## src/rtl/pmu_frame_serializer.sv

```systemverilog
// PMU frame serializer: packs a 64-bit header and 64-bit payload blocks,
// optionally each followed by a CRC byte, into the serial PMU data/enable stream.
module pmu_frame_serializer #(
    parameter int unsigned WORD_W = 64,
    parameter int unsigned CRC_W  = 8
) (
    input  logic              tck_i,
    input  logic              rst_i,
    input  logic              start_i,
    input  logic [31:0]       num_blocks_i,
    input  logic [31:0]       last_len_i,
    input  logic              crc_mode_i,
    input  logic [WORD_W-1:0] word_i,
    input  logic              word_valid_i,
    output logic              word_ready_o,
    output logic              data_o,
    output logic              en_o,
    output logic              busy_o,
    output logic              done_o,
    output logic              err_o
);

    localparam logic [2:0] S_IDLE = 3'd0;
    localparam logic [2:0] S_HDR  = 3'd1;
    localparam logic [2:0] S_HCRC = 3'd2;
    localparam logic [2:0] S_DATA = 3'd3;
    localparam logic [2:0] S_DCRC = 3'd4;
    localparam logic [2:0] S_DONE = 3'd5;

    logic [2:0]        r_state;
    logic [WORD_W-1:0] r_shift;
    logic [WORD_W-1:0] r_hold;
    logic              r_hold_full;
    logic [5:0]        r_bit_cnt;
    logic [2:0]        r_crc_cnt;
    logic [31:0]       r_blk_left;
    logic [CRC_W-1:0]  r_crc;
    logic              r_crc_mode;
    logic              r_data;
    logic              r_en;
    logic              r_busy;
    logic              r_done;
    logic              r_err;

    logic [2:0]        w_next_state;
    logic              w_next_busy;
    logic              w_start_ok;
    logic              w_reject;
    logic              w_enter_data;
    logic              w_underrun;
    logic              w_avail;
    logic [WORD_W-1:0] w_word;
    logic [63:0]       w_hdr;
    logic [31:0]       w_blk_dec;
    logic              w_bad_req;
    logic [CRC_W-1:0]  w_crc_next;

    // One LFSR step over the bit currently on the wire.
    function automatic logic [7:0] crc_step(input logic [7:0] c, input logic d);
        crc_step = {c[6] ^ c[7], c[5] ^ c[7], c[4] ^ c[7], c[3],
                    c[2] ^ c[7], c[1], c[0] ^ c[7], d ^ c[7]};
    endfunction

    assign w_hdr       = {last_len_i, num_blocks_i};
    assign w_bad_req   = (num_blocks_i == 32'd0) || (last_len_i == 32'd0) ||
                         (last_len_i > 32'd64);
    // A word offered on the same edge the shifter reloads bypasses the holding register.
    assign w_avail     = r_hold_full | word_valid_i;
    assign w_word      = r_hold_full ? r_hold : word_i;
    assign w_blk_dec   = r_blk_left - 32'd1;
    assign w_crc_next  = crc_step(r_crc, r_data);
    assign w_next_busy = (w_next_state == S_HDR) || (w_next_state == S_HCRC) ||
                         (w_next_state == S_DATA) || (w_next_state == S_DCRC);

    // Next-state decode, including the underrun check on every DATA entry.
    always_comb begin
        w_next_state = r_state;
        w_start_ok   = 1'b0;
        w_reject     = 1'b0;
        w_enter_data = 1'b0;
        w_underrun   = 1'b0;
        case (r_state)
            S_IDLE: begin
                if (start_i) begin
                    if (w_bad_req) begin
                        w_reject = 1'b1;
                    end else begin
                        w_start_ok   = 1'b1;
                        w_next_state = S_HDR;
                    end
                end
            end
            S_HDR: begin
                if (r_bit_cnt == 6'd63) begin
                    if (r_crc_mode) w_next_state = S_HCRC;
                    else            w_enter_data = 1'b1;
                end
            end
            S_HCRC: begin
                if (r_crc_cnt == 3'd7) w_enter_data = 1'b1;
            end
            S_DATA: begin
                if (r_bit_cnt == 6'd63) begin
                    if (r_crc_mode)              w_next_state = S_DCRC;
                    else if (w_blk_dec != 32'd0) w_enter_data = 1'b1;
                    else                         w_next_state = S_DONE;
                end
            end
            S_DCRC: begin
                if (r_crc_cnt == 3'd7) begin
                    if (r_blk_left != 32'd0) w_enter_data = 1'b1;
                    else                     w_next_state = S_DONE;
                end
            end
            S_DONE:  w_next_state = S_IDLE;
            default: w_next_state = S_IDLE;
        endcase
        if (w_enter_data) begin
            if (w_avail) begin
                w_next_state = S_DATA;
            end else begin
                w_underrun   = 1'b1;
                w_next_state = S_IDLE;
            end
        end
    end

    // State, shifter, CRC, holding register and registered outputs.
    always_ff @(posedge tck_i) begin
        if (rst_i) begin
            r_state     <= S_IDLE;
            r_shift     <= '0;
            r_hold      <= '0;
            r_hold_full <= 1'b0;
            r_bit_cnt   <= 6'd0;
            r_crc_cnt   <= 3'd0;
            r_blk_left  <= 32'd0;
            r_crc       <= '0;
            r_crc_mode  <= 1'b0;
            r_data      <= 1'b0;
            r_en        <= 1'b0;
            r_busy      <= 1'b0;
            r_done      <= 1'b0;
            r_err       <= 1'b0;
        end else begin
            r_state <= w_next_state;
            r_en    <= w_next_busy;
            r_busy  <= w_next_busy;
            r_done  <= (w_next_state == S_DONE);
            r_err   <= w_reject | w_underrun;

            if (w_enter_data && r_hold_full) begin
                r_hold_full <= 1'b0;
            end else if (word_valid_i && !r_hold_full && !w_enter_data) begin
                r_hold      <= word_i;
                r_hold_full <= 1'b1;
            end

            case (r_state)
                S_IDLE: begin
                    if (w_start_ok) begin
                        r_data     <= w_hdr[0];
                        r_shift    <= {1'b0, w_hdr[63:1]};
                        r_crc      <= '0;
                        r_bit_cnt  <= 6'd0;
                        r_crc_mode <= crc_mode_i;
                        r_blk_left <= num_blocks_i;
                    end
                end
                S_HDR, S_DATA: begin
                    r_crc     <= w_crc_next;
                    r_bit_cnt <= r_bit_cnt + 6'd1;
                    r_data    <= r_shift[0];
                    r_shift   <= r_shift >> 1;
                    if (r_bit_cnt == 6'd63) begin
                        if (r_state == S_DATA) r_blk_left <= w_blk_dec;
                        // Remainder is frozen here and sent MSB first.
                        r_data    <= w_crc_next[7];
                        r_crc_cnt <= 3'd0;
                    end
                end
                S_HCRC, S_DCRC: begin
                    r_crc     <= r_crc << 1;
                    r_data    <= r_crc[6];
                    r_crc_cnt <= r_crc_cnt + 3'd1;
                end
                default: ;
            endcase

            if (w_enter_data && w_avail) begin
                r_data    <= w_word[0];
                r_shift   <= {1'b0, w_word[WORD_W-1:1]};
                r_crc     <= '0;
                r_bit_cnt <= 6'd0;
            end
            if (!w_next_busy) r_data <= 1'b0;
        end
    end

    assign word_ready_o = ~r_hold_full;
    assign data_o       = r_data;
    assign en_o         = r_en;
    assign busy_o       = r_busy;
    assign done_o       = r_done;
    assign err_o        = r_err;

endmodule

```

## config.mk

```make
export PLATFORM = sky130hd
export DESIGN_NAME = pmu_frame_serializer
export DESIGN_NICKNAME = d
export VERILOG_FILES = /design/src/rtl/pmu_frame_serializer.sv
export SDC_FILE = /design/constraint.sdc
export NUM_CORES = 1
export LEC_CHECK = 0
export CAP_MARGIN = 5
export CORE_ASPECT_RATIO = 1.75
export CORE_MARGIN = 2
export CORE_UTILIZATION = 23
export DETAILED_ROUTE_END_ITERATION = 6
export PLACE_DENSITY = 0.39
export SLEW_MARGIN = 5
export SYNTH_ARGS = -nofsm -noshare
export SYNTH_HDL_FRONTEND = slang
export SYNTH_SLANG_ARGS = --single-unit
```

## constraint.sdc

```tcl
create_clock -name tck_i -period 3.07 [get_ports tck_i]
set_clock_uncertainty 0.05 [all_clocks]
set_input_delay 0.4605 -clock tck_i [delete_from_list [all_inputs] [get_ports tck_i]]
set_output_delay 0.4605 -clock tck_i [all_outputs]
set_load 0.01 [all_outputs]
```

==> impl_results.md, run 1 <==
* Run status: complete, but fails checks
* Failing checks: design-rule violations, negative setup slack
* Area occupied by multi-input gates at 6820 um^2
* Final Hold Fails at 0
* Post-route ant nets at 0
* EDFF count, synth at 0
* Total iterations of the first detailed-routing run at 7
* TritonCTS buffer count at 17
* Cells along the critical path: or4_4, or4b_4, or4_4, a2111oi_4, nand4b_2, buf_4, o21ba_4, buf_12, buf_4, a211oi_2
* Max Used Layer: met4
* Starting Density at 0.233
* Core footprint at 46,100 um^2
* Crit path DAT at 3.69 ns
* FFs w/ async S/R, synth at 0
* WL met3 at 802 um
* CP Launch Type: register
* Worst Hold Class: reg2reg
* DRT met1 WL at 16,300 um
* Die width at roughly 170 um
* Slew @ Worst Pin at ~0.87 ns
* Cells on Worst Hold Path at 2
* Share of layout cells above drive strength 1 at 0.225
* Synth area leaders: dfxtp_1 (34%), mux2i_1 (12%), nand2b_1 (8.0%)
* Leak at 5.56 nW
* Cell area after synthesis at around 11,000 um^2
* R2R Path End: r_shift[48]
* Ys flop type: dfxtp_1
* Fill count at 4,869
* Initial antenna violation count at 0
* GRT Total Usage at 0.156
* # clock sinks at 185
* Crit path kind: reg2reg
* Synth cell types at 67
* DRC viols at 1
* HP Start: r_hold[37]
* Seq/Total Area, Yosys at 0.345
* Port bufs at between 100 and 150
* GPL Wtd Cong at 0.839
* Crit-path max FO at 24
* Register area at 3710 um^2
* Dpl ws at -0.440 ns
* Tmin final at 3.36 ns
* Worst-Skew Late Latency at 0.45 ns
* Global-route wire length before repair at 59,000 um
* DR vias/cell at 4.83
* Drt wl/cell at 18.2 um
* Clk root buf: clkbuf_16
* R2R setup slack at -0.29 ns
* Yosys warning total at 0
* Clock slew at reported path FFs at about 0.080 ns
* Worst rel slew slack at 0.420
* Hold-fix buffer count after cts at 0
* RSZ-0062 raised after global routing: yes
* Die height at 290 um
* Maximum VDD drop at 0.376 mV
* Syn nets at 1,412
* Area Growth Syn to Fin at 39.2%
* Final period utilization at 1.10
* Hold Path Sink: r_hold[37]
* Synth Instances at 1,274
* #FFs+latches synth at 185
* HPWL after DPL at between 20,000 and 30,000 um
* Max stage delay on crit path at approximately 0.53 ns
* # setup viols final at 148
* Vias at 10,134
* PwrDens at 368 nW/um^2
* Top Family by Delay on Critical Path: simple AND/OR/NAND/NOR gates
* Max Clock Freq at 0.297 GHz
* Largest net degree at the start of global routing at 127
* I/O Pins at 139
* Total Wirelength at 38,200 um
* Total of max-cap violations at 0
* Fin. max-slew vios at 0
* Syn Area/Cell at 8.43 um^2
* Layout Utilization at 0.324
* Row Count at 104
* TritonCTS clock tree: done
* R2R depth at 10
* # H-tree levels at 4
* Reg2reg start: r_blk_left[24]
* Die footprint at ~49,000 um^2
* Slowest cell on the critical path: or4_4
* Diodes inserted at 0
* Synth top area share at 0.345
* Worst setup EP type: register
* First DRT Iteration DRCs at 435
* Vias in the first global route at roughly 10,000
* Post-synth top area cell: dfxtp_1
* WP data required at 3.40 ns
* Worst path buffer plus inverter count at 3
* Maximum root-to-sink buffer count at 2
* Layout Nets at between 1,500 and 2,000
* Final WS setup at -0.295 ns
* WL met2 at 20,000 um
* Gr ovfl total at 0
-- synth_stat cells, types with 3 or more instances --
cell / count
buf_12: 7
or4_1: 5
dfxtp_1: 185
clkbuf_1: 86
xor2_1: 8
o21ai_0: 32
buf_6: 9
nor2_1: 85
nand3_1: 12
ha_1: 5
or3_1: 7
o22ai_1: 7
a21oi_1: 83
o211ai_1: 4
xnor2_1: 4
nor2b_1: 5
a22o_1: 8
a211oi_2: 29
and3_1: 25
o31ai_1: 7
inv_1: 8
nand4_1: 14
a221oi_1: 7
nor4b_1: 3
mux2i_1: 129
nand2_1: 141
buf_1: 3
nand4b_1: 7
a31oi_1: 5
nand2b_1: 138
a22oi_1: 11
nor3_1: 26
buf_2: 8
nor4_1: 21
a211oi_1: 98
-- metal layers --
metal / track usage / vias to the layer above
met5: 0 / -
met4: 0.0583 / 0
met3: 0.0191 / 42
met2: 0.282 / 160
met1: 0.186 / 4873
li1: - / 5059
-- how the worst max path moves through the flow --
stage | cells after the start | endpoint | startpoint | slack [ns]
floorplan | 11 | r_hold[10] | r_blk_left[24] | -0.24
global placement | 8 | data_o | num_blocks_i[5] | -0.42
detailed placement | 8 | data_o | num_blocks_i[5] | -0.44
CTS | 10 | r_hold[5] | r_blk_left[24] | -0.28
global route | 10 | r_hold[21] | r_blk_left[24] | -0.39
finish | 10 | r_shift[48] | r_blk_left[24] | -0.29
-- cells in the final DEF, fill, tap and decap left out, types with 4 or more instances in the layout --
| cell type | synthesis | final |
|---|---|---|
| clkbuf_16 | 0 | 20 |
| nor4_2 | 2 | 5 |
| o31ai_1 | 7 | 7 |
| a21oi_1 | 83 | 81 |
| dfxtp_1 | 185 | 182 |
| buf_12 | 7 | 14 |
| xnor2_1 | 4 | 4 |
| o211ai_1 | 4 | 4 |
| nand4_1 | 14 | 14 |
| mux2i_1 | 129 | 129 |
| nand4b_1 | 7 | 7 |
| nand3_1 | 12 | 12 |
| a221oi_1 | 7 | 6 |
| o22ai_1 | 7 | 6 |
| o21ai_0 | 32 | 30 |
| a211oi_4 | 0 | 4 |
| nor2_1 | 85 | 82 |
| nor4_1 | 21 | 18 |
| inv_1 | 8 | 8 |
| a211oi_1 | 98 | 40 |
| clkdlybuf4s50_1 | 0 | 137 |
| a22o_1 | 8 | 8 |
| buf_4 | 1 | 156 |
| or3_1 | 7 | 7 |
| ha_1 | 5 | 4 |
| buf_6 | 9 | 5 |
| a22oi_1 | 11 | 11 |
| a211oi_2 | 29 | 83 |
| nand2_1 | 141 | 141 |
| and3_1 | 25 | 25 |
| nand2b_1 | 138 | 137 |
| nor3_1 | 26 | 25 |
| a31oi_1 | 5 | 5 |
| xor2_1 | 8 | 8 |
| or4_1 | 5 | 5 |
-- state kept, by name, summed over array words and instances (netlist names) --
register,cells
busy_o,1
data_o,1
done_o,1
err_o,1
r_bit_cnt,6
r_blk_left,32
r_crc,8
r_crc_cnt,3
r_crc_mode,1
r_hold,64
r_hold_full,1
r_shift,63
r_state,3
-- power breakdown --
part / internal [mW] / total (mW) / switching (mW)
sequential: 2.45 / 2.48 / 0.0280
clock: 1.25 / 2.34 / 1.09
combinational: 0.372 / 0.677 / 0.305
-- timing repair --
action,in CTS,in global routing
pin swaps,6,5
gates resized for setup,22,26
setup buffers,6,3
setup endpoints to repair,149,164
gates cloned,2,3
-- metrics by stage --
step           setup TNS [ns]  std cells  hold slack [ns]  instance area [um^2]  power [mW]
2_1_floorplan          -24.00       1274            0.394                 11100        2.84
3_3_place_gp           -53.58       2052            0.406                 14000        3.18
3_5_place_dp           -49.21       2052            0.414                 14000        3.18
4_1_cts                -32.04       2092            0.428                 14800        5.58
5_1_grt                -48.35       2096            0.437                 14900        5.72
6_report               -33.59       2096            0.425                 14900        5.50
-- worst min-delay path, delay by kind of cell, from the launching register on --
family	cells	cell delay, ns
mux	1	0.05
flops	1	0.32
simple gates	1	0.06
-- final cells by class --
type                    instances  share of cell area
repair buffers                320               0.204
flip-flops and latches        185               0.248
clock buffers                  19              0.0296
clock inverters                13              0.0105
well taps                     583              0.0488
multi-input cells             968               0.456
inverters                       8             0.00201
-- kinds of logic (layout without fill, tap and decap cells) --
logic type,Yosys count,in the layout,share of synthesized area
flops,185,185,0.345
compound gates,311,312,0.209
mux,130,130,0.121
fa+ha+maj,5,5,0.00582
simple gates,509,509,0.248
xor+xnor,12,12,0.00979
buf+inv,122,360,0.0608
No activity file was read; power rests on OpenSTA's default activity.
==> run 2: changes to the inputs <==
- RECOVER_POWER: not set -> 100
==> run 2 against run 1 <==
  * Cell count unchanged
  * Utilization down 0.076 points
  * Register-to-register slack about the same
  * Highest routed layer unchanged
  * Hold slack about the same
  * Setup slack about the same
  * Sequential share of layout area up 0.058 points
  * Total power about the same
  * Sequential power about the same
  * The flow still finishes with violations (design-rule violations, negative setup slack)
  * Critical path depth unchanged
  * Clock power about the same
  * Die area unchanged
  * Non-clock buffer count unchanged
==> impl_results.md, run 2 (synthesis results as in run 1) <==
* Run status: complete, but fails checks
* Failing checks: design-rule violations, negative setup slack
* Max reg flops at 64
* R2R setup slack at -0.29 ns
* Clock power share at 0.426
* Fin Setup TNS at -34.25 ns
* Total iterations of the first detailed-routing run at 6
* GPL Wtd Cong at ~0.84
* Sequential power share at 0.451
* # clock sinks at between 150 and 200
* Most flops, register: r_hold
* Leading cell type in the layout, fill and taps excluded: dfxtp_1
* TritonCTS clock tree: done
* Top Registers: r_hold (64), r_shift (63), r_blk_left (32)
* TritonCTS buffer count at 17
* P_int at 4.07 mW
* Final Hold Fails at 0
* R2R Path End: r_shift[48]
* Maximum root-to-sink buffer count at 2
* Worst rel slew slack at 0.416
* Hold-fix buffer count after cts at 0
* Area Growth Syn to Fin at 38.8%
* Die width at 167 um
* Die height at 290 um
* DR vias/cell at approximately 4.8
* Die footprint at 48,500 um^2
* Vias at roughly 10,000
* HPWL after DPL at 27,500 um
* Worst setup EP type: register
* Drt wl/cell at 18.2 um
* Crit path DAT at 3.69 ns
* Final period utilization at 1.10
* Total of max-cap violations at 0
* Clock slew at reported path FFs at 0.08 ns
* Gr ovfl total at 0
* I/O Pins at about 140
* CP Launch Type: register
* Combinational power share at 0.123
* Row Count at 104
* Vias in the first global route at between 10,000 and 15,000
* DRC viols at 1
* Starting Density at 0.233
* Clk root buf: clkbuf_16
* Diodes inserted at 0
* R2R depth at 10
* Total Wirelength at 38,200 um
* Hold Path Sink: r_hold[37]
* Most frequent cells in the layout: dfxtp_1 (182), buf_4 (153), nand2_1 (141), nand2b_1 (137), clkdlybuf4s50_1 (131)
* Post-route ant nets at 0
* Psw at 1.43 mW
* Core footprint at 46,100 um^2
* # setup viols final at 152
* HP Start: r_hold[37]
* Reg2reg start: r_blk_left[24]
* Layout Nets at 1,638
* WP data required at around 3.4 ns
* Max Clock Freq at 0.297 GHz
* Maximum VDD drop at 0.377 mV
* Initial antenna violation count at 0
* RSZ-0062 raised after global routing: yes
* Largest net degree at the start of global routing at 127
* Share of layout cells above drive strength 1 at 0.224
* Design Power at 5.50 mW
* Fin. max-slew vios at 0
* GRT Total Usage at 0.156
* Worst-Skew Late Latency at 0.46 ns
* First DRT Iteration DRCs at 424
* Port bufs at between 100 and 150
* Sw frac at 0.260
* # H-tree levels at 4
* Leak at 5.56 nW
* Slew @ Worst Pin at 0.876 ns
* Crit path kind: reg2reg
* Worst Hold Class: reg2reg
* Crit-path max FO at 24
* Fill count at 4,876
* Final WS setup at -0.295 ns
* Cells on Worst Hold Path at 2
* Global-route wire length before repair at 59,000 um
* Tmin final at 3.36 ns
* PwrDens at approximately 370 nW/um^2
==> run 2: what timing repair did <==
item | 4_1_cts | 5_1_grt
pin swaps | 6 | 5
gates resized for setup | 22 | 26
cloned | 2 | 3
endpoints found under the setup margin | 149 | 164
setup buffers | 6 | 3
==> run 2: final cells by class <==
type	instances	area [um^2]	share of cell area
clock buffer	19	443	0.0297
tap	583	729	0.0489
sequential	185	3710	0.249
timing repair buffer	320	3020	0.202
clock inverter	13	158	0.0106
multi-input combinational	968	6820	0.457
inverter	8	30.0	0.00201
==> run 2: worst max-delay path, cell delays in order, from the launching register on <==
cell	delay [ns]
dfxtp_2	0.32
or4_4	0.54
or4b_4	0.49
or4_4	0.45
a2111oi_4	0.32
nand4b_2	0.17
buf_4	0.18
o21ba_4	0.25
buf_12	0.18
buf_4	0.15
a211oi_2	0.17
==> run 2: worst max path at each step <==
stage / startpoint / to / slack [ns] / cells after the start
global route: r_blk_left[24] / r_hold[21] / -0.39 / 10
global placement: num_blocks_i[5] / data_o / -0.42 / 8
floorplan: r_blk_left[24] / r_hold[10] / -0.24 / 11
finish: r_blk_left[24] / r_shift[48] / -0.29 / 10
detailed placement: num_blocks_i[5] / data_o / -0.44 / 8
CTS: r_blk_left[24] / r_hold[5] / -0.28 / 10
==> run 2: metal layers <==
| metal | GRT usage | up-vias | wire, um |
|---|---|---|---|
| li1 | - | 5061 | - |
| met1 | 0.186 | 4902 | 16300 |
| met2 | 0.282 | 147 | 20000 |
| met3 | 0.0191 | 38 | 779 |
| met4 | 0.0583 | 0 | 1040 |
| met5 | 0 | - | 0 |
==> run 2: per-stage QoR <==
stage / setup slack, ns / instance area [um^2] / std cells / utilization / hold slack [ns]
after floorplan: -0.240 / 11100 / 1274 / - / 0.394
after global placement: -0.418 / 14000 / 2052 / 0.303 / 0.406
after detailed placement: -0.440 / 14000 / 2052 / 0.303 / 0.414
after CTS: -0.280 / 14800 / 2092 / 0.320 / 0.428
after global routing: -0.389 / 14900 / 2096 / 0.324 / 0.437
final: -0.295 / 14900 / 2096 / 0.324 / 0.425
==> run 2: power groups by stage <==
stage | clock network, mW | logic [mW] | registers [mW]
after floorplan | 0 | 0.311 | 2.53
after detailed placement | 0 | 0.645 | 2.54
final | 2.34 | 0.676 | 2.48
after global placement | 0 | 0.643 | 2.53
after global routing | 2.51 | 0.726 | 2.49
after CTS | 2.43 | 0.673 | 2.48
